===== src/rtl/cache_mem_ctrl.sv =====
// Line-transfer controller: serialises whole-line write-backs and refills into
// single-word request/grant bus beats. Optional watchdog: define MEM_TIMEOUT_EN.
module cache_mem_ctrl #(
  parameter int ADDR_W      = 64,
  parameter int WORD_W      = 64,
  parameter int LINE_WORDS  = 4,
  parameter int TIMEOUT_CYC = 255
) (
  input  logic                         clk,
  input  logic                         rst,
  input  logic                         mem_rden,
  input  logic                         mem_wren,
  input  logic [ADDR_W-1:0]            mem_addr,
  input  logic [WORD_W*LINE_WORDS-1:0] mem_wdata,
  output logic [WORD_W*LINE_WORDS-1:0] mem_rdata,
  output logic                         mem_ready,
  output logic                         mem_err,
  output logic                         bus_req,
  output logic                         bus_we,
  output logic [ADDR_W-1:0]            bus_addr,
  output logic [WORD_W-1:0]            bus_wdata,
  input  logic                         bus_gnt,
  input  logic                         bus_rvalid,
  input  logic [WORD_W-1:0]            bus_rdata
);

  localparam int LINE_W = WORD_W * LINE_WORDS;
  localparam int BEAT_W = $clog2(LINE_WORDS);
  localparam int WB_SH  = $clog2(WORD_W / 8);

  if (LINE_WORDS < 2 || (LINE_WORDS & (LINE_WORDS - 1)) != 0 || TIMEOUT_CYC < 1) begin : g_bad_param
    $error("cache_mem_ctrl: LINE_WORDS must be a power of 2 >= 2 and TIMEOUT_CYC >= 1");
  end

  typedef enum logic [2:0] {IDLE, WR_BEAT, RD_REQ, RD_WAIT, DONE} state_t;

  state_t              r_state;
  logic [BEAT_W-1:0]   r_beat;
  logic [ADDR_W-1:0]   r_base;
  logic [LINE_W-1:0]   r_wline;
  logic [LINE_W-1:0]   r_rbuf;
  logic [LINE_W-1:0]   r_mem_rdata;
  logic                r_mem_ready;
  logic                r_mem_err;
  logic                r_bus_req;
  logic                r_bus_we;
  logic [ADDR_W-1:0]   r_bus_addr;
  logic [WORD_W-1:0]   r_bus_wdata;

  logic [BEAT_W-1:0]   w_beat_nxt;
  logic                w_last;
  logic [ADDR_W-1:0]   w_line_base;
  logic [ADDR_W-1:0]   w_nxt_addr;
  logic [LINE_W-1:0]   w_rline;
  logic                w_timeout;

  assign w_beat_nxt  = r_beat + 1'b1;
  assign w_last      = (r_beat == BEAT_W'(LINE_WORDS - 1));
  assign w_line_base = mem_addr & ~ADDR_W'(LINE_W / 8 - 1);
  assign w_nxt_addr  = r_base + (ADDR_W'(w_beat_nxt) << WB_SH);

  // NOTE: the copy-then-patch below is safe in always_comb only because the
  // full default assignment comes first, so no path leaves w_rline unassigned.
  always_comb begin
    w_rline = r_rbuf;
    w_rline[r_beat*WORD_W +: WORD_W] = bus_rdata;
  end

`ifdef MEM_TIMEOUT_EN
  localparam int WD_W = $clog2(TIMEOUT_CYC + 1);
  logic [WD_W-1:0] r_wdog;
  logic            w_active;

  assign w_active  = (r_state == WR_BEAT) || (r_state == RD_REQ) || (r_state == RD_WAIT);
  assign w_timeout = w_active && !(bus_gnt || bus_rvalid) && (r_wdog == WD_W'(TIMEOUT_CYC - 1));

  always_ff @(posedge clk or negedge rst) begin
    if (!rst)                                               r_wdog <= '0;
    else if (!w_active || bus_gnt || bus_rvalid || w_timeout) r_wdog <= '0;
    else                                                    r_wdog <= r_wdog + 1'b1;
  end
`else
  assign w_timeout = 1'b0;
`endif

  // NOTE: the line latches sit behind the async reset too, so mem_rdata reads
  // as zero after reset instead of leaking a stale line.
  always_ff @(posedge clk or negedge rst) begin
    if (!rst) begin
      r_state     <= IDLE;
      r_beat      <= '0;
      r_base      <= '0;
      r_wline     <= '0;
      r_rbuf      <= '0;
      r_mem_rdata <= '0;
      r_mem_ready <= 1'b0;
      r_mem_err   <= 1'b0;
      r_bus_req   <= 1'b0;
      r_bus_we    <= 1'b0;
      r_bus_addr  <= '0;
      r_bus_wdata <= '0;
    end else begin
      // NOTE: non-blocking assignments here, so later overrides in this block
      // (the watchdog abort) win cleanly without ordering hazards.
      r_mem_ready <= 1'b0;
      r_mem_err   <= 1'b0;
      case (r_state)
        IDLE: begin
          if (mem_wren || mem_rden) begin
            r_base     <= w_line_base;
            r_beat     <= '0;
            r_bus_req  <= 1'b1;
            r_bus_we   <= mem_wren;
            r_bus_addr <= w_line_base;
            if (mem_wren) begin
              r_wline     <= mem_wdata;
              r_bus_wdata <= mem_wdata[WORD_W-1:0];
              r_state     <= WR_BEAT;
            end else begin
              r_state <= RD_REQ;
            end
          end
        end
        WR_BEAT: begin
          if (bus_gnt) begin
            r_beat <= w_beat_nxt;
            if (w_last) begin
              r_bus_req   <= 1'b0;
              r_mem_ready <= 1'b1;
              r_state     <= DONE;
            end else begin
              r_bus_addr  <= w_nxt_addr;
              r_bus_wdata <= r_wline[w_beat_nxt*WORD_W +: WORD_W];
            end
          end
        end
        RD_REQ: begin
          if (bus_gnt) begin
            r_bus_req <= 1'b0;
            r_state   <= RD_WAIT;
          end
        end
        RD_WAIT: begin
          if (bus_rvalid) begin
            r_rbuf <= w_rline;
            r_beat <= w_beat_nxt;
            if (w_last) begin
              r_mem_rdata <= w_rline;
              r_mem_ready <= 1'b1;
              r_state     <= DONE;
            end else begin
              r_bus_req  <= 1'b1;
              r_bus_addr <= w_nxt_addr;
              r_state    <= RD_REQ;
            end
          end
        end
        DONE:    r_state <= IDLE;
        default: r_state <= IDLE;
      endcase
      if (w_timeout) begin
        r_state     <= DONE;
        r_bus_req   <= 1'b0;
        r_mem_ready <= 1'b1;
        r_mem_err   <= 1'b1;
        if (!r_bus_we) r_mem_rdata <= '0;
      end
    end
  end

  assign mem_rdata = r_mem_rdata;
  assign mem_ready = r_mem_ready;
  assign mem_err   = r_mem_err;
  assign bus_req   = r_bus_req;
  assign bus_we    = r_bus_we;
  assign bus_addr  = r_bus_addr;
  assign bus_wdata = r_bus_wdata;

endmodule


===== config.mk =====
export PLATFORM = sky130hd
export DESIGN_NAME = cache_mem_ctrl
export DESIGN_NICKNAME = d
export VERILOG_FILES = /design/src/rtl/cache_mem_ctrl.sv
export SDC_FILE = /design/constraint.sdc
export NUM_CORES = 2
export LEC_CHECK = 0
export CAP_MARGIN = 15
export CORE_AREA = 4 4 299 301
export CTS_BUF_LIST = sky130_fd_sc_hd__clkbuf_8
export CTS_CLUSTER_SIZE = 24
export DETAILED_ROUTE_END_ITERATION = 6
export DIE_AREA = 0 0 303 305
export PLACE_DENSITY_LB_ADDON = 0.12
export SETUP_SLACK_MARGIN = 0.05
export SKIP_CTS_REPAIR_TIMING = 1
export SKIP_LAST_GASP = 1
export SYNTH_ARGS = -nofsm -noshare
export SYNTH_HDL_FRONTEND = slang
export SYNTH_SLANG_ARGS = --single-unit

===== constraint.sdc =====
create_clock -name clk -period 3.8 [get_ports clk]
set_clock_uncertainty 0.05 [all_clocks]
set_input_delay 0.76 -clock clk [delete_from_list [all_inputs] [get_ports clk]]
set_output_delay 0.76 -clock clk [all_outputs]
set_load 0.05 [all_outputs]

== Word-level counts from Yosys, hierarchy flattened ==
Index checks and enable logic that the tools add are counted.

* Output and inout bits: 388
* Bits in registers: 963
* Bits of input ports: 390

* Add/sub/neg operators: 3
* Mux-type cells: 34
* Equal/unequal tests: 12
* Shifts and indexed selects: 3
* Reduce and logical (&&, ||, !) cells: 13

{| class="wikitable"
|+ Operators by type and width
! operator !! count
|-
| $mux W64 || 8
|-
| $bwmux W256 || 1
|-
| $shift A64 B34 Y256 const A || 1
|-
| $shiftx A256 B9 Y64 || 1
|-
| $shiftx A64 B34 Y256 || 1
|-
| $pmux W64 S3 || 1
|-
| $pmux W64 S2 || 1
|-
| $add A64 B5 Y64 || 1
|-
| $neg A8 Y34 || 1
|-
| $mux W3 || 6
|-
| $ne A2 B2 Y1 const B || 8
|-
| $pmux W3 S4 || 1
|-
| $reduce_and A5 Y1 || 2
|-
| $mux W1 || 9
|-
| $mux W2 || 4
|-
| $reduce_and A7 Y1 || 1
|-
| $eq A3 B2 Y1 const B || 2
|-
| $pmux W2 S3 || 1
|-
| $reduce_and A3 Y1 || 2
|-
| $pmux W1 S4 || 1
|-
| $reduce_and A2 Y1 || 2
|-
| $reduce_and A4 Y1 || 1
|-
| $reduce_bool A4 Y1 || 1
|-
| $eq A3 B1 Y1 const B || 1
|-
| 7 further kinds || 7
|}

== Longest topological paths before layout ==
* Word-level depth: 5
* Gate-level depth with buffers: 9
* Mapped depth without buffers: 6

== Worst setup path after synthesis ==
No wires, ideal clock.

* Path type: reg2reg
* Start point: register r_beat[0]
* End point: register r_bus_wdata[25], in the netlist bus_wdata[25]
* Cell stages (with the launch flop): 9
* Arrival: 2.060 ns
* Data required time: 3.630 ns
* Setup slack: 1.570 ns
* Buffers on the path: 3
* Clock period less this slack: 2.230 ns
* Setup time: 0.120 ns
* Cell sequence: dfrtp_1 inv_1 ha_1 clkbuf_1 buf_2 clkbuf_1 mux4_2 o22ai_1 nor2_1

* Word-level cells in the longest chain between the ends: 5

{| class="wikitable"
|+ RTL lines
! element !! RTL line !! text
|-
| start: declaration || 38 || <nowiki>logic [BEAT_W-1:0] r_beat;</nowiki>
|-
| start signal: assignment || 126 || <nowiki>r_beat <= w_beat_nxt;</nowiki>
|-
| start signal: assignment || 146 || <nowiki>r_beat <= w_beat_nxt;</nowiki>
|-
| $add A2 B1 Y2 || 57 || <nowiki>assign w_beat_nxt = r_beat + 1'b1;</nowiki>
|-
| $shiftx A256 B9 Y64 || 133 || <nowiki>r_bus_wdata <= r_wline[w_beat_nxt*WORD_W +: WORD_W];</nowiki>
|-
| $mux W64 || 127 || <nowiki>if (w_last) begin</nowiki>
|-
| $mux W64 || 125 || <nowiki>if (bus_gnt) begin</nowiki>
|-
| $pmux W64 S2 || 107 || <nowiki>case (r_state)</nowiki>
|-
| end signal: assignment || 117 || <nowiki>r_bus_wdata <= mem_wdata[WORD_W-1:0];</nowiki>
|-
| end signal: assignment || 133 ||
|-
| end: declaration || 48 || <nowiki>logic [WORD_W-1:0] r_bus_wdata;</nowiki>
|}

Several ways; a longest one is shown, not always the timed one. The select of a mux whose other input is x is not followed.
A chain may end at the register's enable or synchronous reset.

== Worst setup path in the final report ==
* Start point: register r_mem_rdata[7], in the netlist mem_rdata[7]
* End point: output mem_rdata[7]

{| class="wikitable"
|+ RTL lines
! element !! RTL line !! text
|-
| start: declaration || 42 || <nowiki>logic [LINE_W-1:0] r_mem_rdata;</nowiki>
|-
| start signal: assignment || 148 || <nowiki>r_mem_rdata <= w_rline;</nowiki>
|-
| end: declaration || 15 || <nowiki>output logic [WORD_W*LINE_WORDS-1:0] mem_rdata,</nowiki>
|}

No word-level cell between the ends.

==> run summary <==
worst hold slack - 0.418 ns
Pwr per Cell Area - 856 nW/um^2
FF-to-FF Start - r_beat[0]
fin cells - 6070
Setup CP Type - reg2out
CTS buffer count - 161
Hold Crit Depth - 2
RR Endpoint - r_rbuf[95]
WL/cell - 21.8 um
Slew HR - 0.323
drt initial violations - 2675
Initial Utilization - 0.470
R2R cell count - 7
Switching Power - 19.2 mW
critical-path cell list - clkdlybuf4s50_1
switching part of the total - 0.427
Row Count - 108
largest net degree at the start of global routing - 113
vias per cell - 5.45
Critical Path Sink Type - output port
worst slew pin tran - 1.02 ns
Root Driver - clkbuf_8
number of flops mapped to enable cells by yosys - 0
Die W - 303 um
Crit path max-delay family - buffers and inverters
die area - 92400 um^2
Data arrival, critical path - 2.15 ns
final setup violation count - 0
Syn Std Cell Area - 40700 um^2
async set-or-reset flop fraction in the synthesized netlist - 1.00
IO Port Bufs - 768
DRC - 0
synth unique cells - 39
Clock power frac - 0.196
sequential area share after synthesis - 0.591
DP Cell Count - 5763
Post-synth top flop - dfrtp_1
setup_tns - 0 ns
total number of vias - 33100
Comb power frac - 0.447
Synth top area share - 0.591
Worst Hold End - r_wline[240]
CTS max path bufs - 3
Pre-Repair DR Iteration Count - 6
slowest library cell on the worst path - clkdlybuf4s50_1
Fmax - 0.337 GHz
layout cell share with drive strength beyond 1 - 0.0807
P_leak - 24.5 nW
Post-synth top cells - 1078 x nand2_1, 960 x dfrtp_1, 573 x a21oi_1
post-route cell area - 52500 um^2
RSZ-0062 raised after global routing - false
most numerous cell in the Yosys netlist - nand2_1
global-route wire length before repair - 200000 um
crit-path max cell delay - 0.99 ns
Setup crit start - mem_rdata[7]
Required @ worst endpoint - 2.99 ns
Max VDD drop - 0.599 mV
Buf/Inv on CP - 1
Hold Startpoint - r_wline[240]
Total GRT Usage - 0.282
Avg Inst Size Synth - 9.84 um^2
core area - 86600 um^2
total power - 45.0 mW
Nets - 5168
Layout Area Growth over Synthesis - 29.1%
startpoint class of the critical path - register
TritonCTS Sinks - 960
Post-Syn Instances - 4133
post-synthesis register bit count - 960
WP depth - 1
Die Y - 305 um
CTS tree - done
max cap viols - 0
placed instance area - 49400 um^2
dpl hpwl - 86300 um
Overflow after GRT - 0
Ports - 778
gpl congestion - 0.856
Sequential Power Share - 0.357
initial antenna violation count - 39
area leader, netlist - dfrtp_1
worst reg2reg setup slack - 0.84 ns
Worst-path clk slew - 0.06 ns
status - finished clean
Final Hold Fails - 0
Slew Limit Fails - 0
CTS H-Tree Depth - 4
Hold WC Path Type - reg2reg
final WL - 132000 um
Post-DRT Antenna Nets - 0
CP Max Fanout - 2
Final Cycle Share - 0.780
ranking of synthesized cells by area - dfrtp_1 59%, nand2_1 9.9%, a21oi_1 7.1%, a22o_1 5.6%, nor2b_1 4.0%
Int Power - 25.8 mW
synth warn - 0
vias in the first global route - 32600
Clock Latency Late Sink - 0.81 ns
final worst path period need - 2.96 ns
-- cell usage in the layout (no fill, tap or decap), drive strengths merged, types with 64 or more instances in the layout --
master            n
nand2          1078
dfrtp           960
clkdlybuf4s50   767
a21oi           573
nor2            390
nor2b           259
a22o            258
clkbuf          192
buf              88
inv              66
mux4             64
o22ai            64
-- layer usage --
metal,share of wire,global-route usage,vias to the layer above
li1,-,-,15200
met2,0.48,0.442,1205
met3,0.084,0.0826,242
met4,0.036,0.119,10
met5,0.00050,0,-
met1,0.40,0.366,16400
-- state kept, by name, summed over array words and instances (netlist names) --
signal / count
mem_rdata: 256
bus_req: 1
r_beat: 2
r_state: 3
bus_we: 1
bus_wdata: 64
mem_ready: 1
r_wline: 256
r_rbuf: 256
r_base: 59
bus_addr: 61
-- power by group through the flow --
| stage | registers (mW) | logic, mW | clock network [mW] |
|---|---|---|---|
| finish | 16.0 | 20.1 | 8.82 |
| CTS | 16.0 | 20.3 | 9.00 |
| global route | 16.4 | 21.6 | 9.51 |
| floorplan | 20.7 | 8.29 | 0 |
| detailed placement | 16.1 | 20.2 | 0 |
| global placement | 16.1 | 19.9 | 0 |
-- final cells by class --
| cell class | instances | area [um^2] |
|---|---|---|
| fillers | 7394 | 34100 |
| clock inverters | 80 | 394 |
| clock buffers | 192 | 2640 |
| diodes | 34 | 85.1 |
| repair buffers | 856 | 8810 |
| well taps | 1155 | 1450 |
| multi-input cells | 2790 | 15100 |
| flip-flops and latches | 960 | 24000 |
| inverters | 3 | 11.3 |
-- cells by family (layout without fill, tap and decap cells) --
| family | Yosys count | after routing | share of synthesized area |
|---|---|---|---|
| other | 1 | 38 | 0.0000922 |
| and+or+nand+nor | 1749 | 1749 | 0.179 |
| buffers and inverters | 386 | 1131 | 0.0417 |
| DFF | 960 | 960 | 0.591 |
| adders and majority gates | 6 | 6 | 0.00185 |
| AOI/OAI and AO/OA | 965 | 965 | 0.151 |
| muxes | 66 | 66 | 0.0360 |
-- worst max-delay path by stage --
| stage | endpoint |
|---|---|
| 2_1_floorplan | bus_wdata[25] |
| 3_3_place_gp | r_rbuf[101] |
| 3_5_place_dp | r_rbuf[90] |
| 4_1_cts | mem_rdata[6] |
| 5_1_grt | bus_wdata[49] |
| 6_report | mem_rdata[7] |
-- stage by stage --
| step | utilization | setup WS, ns |
|---|---|---|
| floorplan | - | 1.57 |
| global placement | 0.570 | 0.629 |
| detailed placement | 0.570 | 0.616 |
| CTS | 0.605 | 0.726 |
| global route | 0.606 | 0.682 |
| finish | 0.606 | 0.835 |
Power figures use the tool's default switching activity.
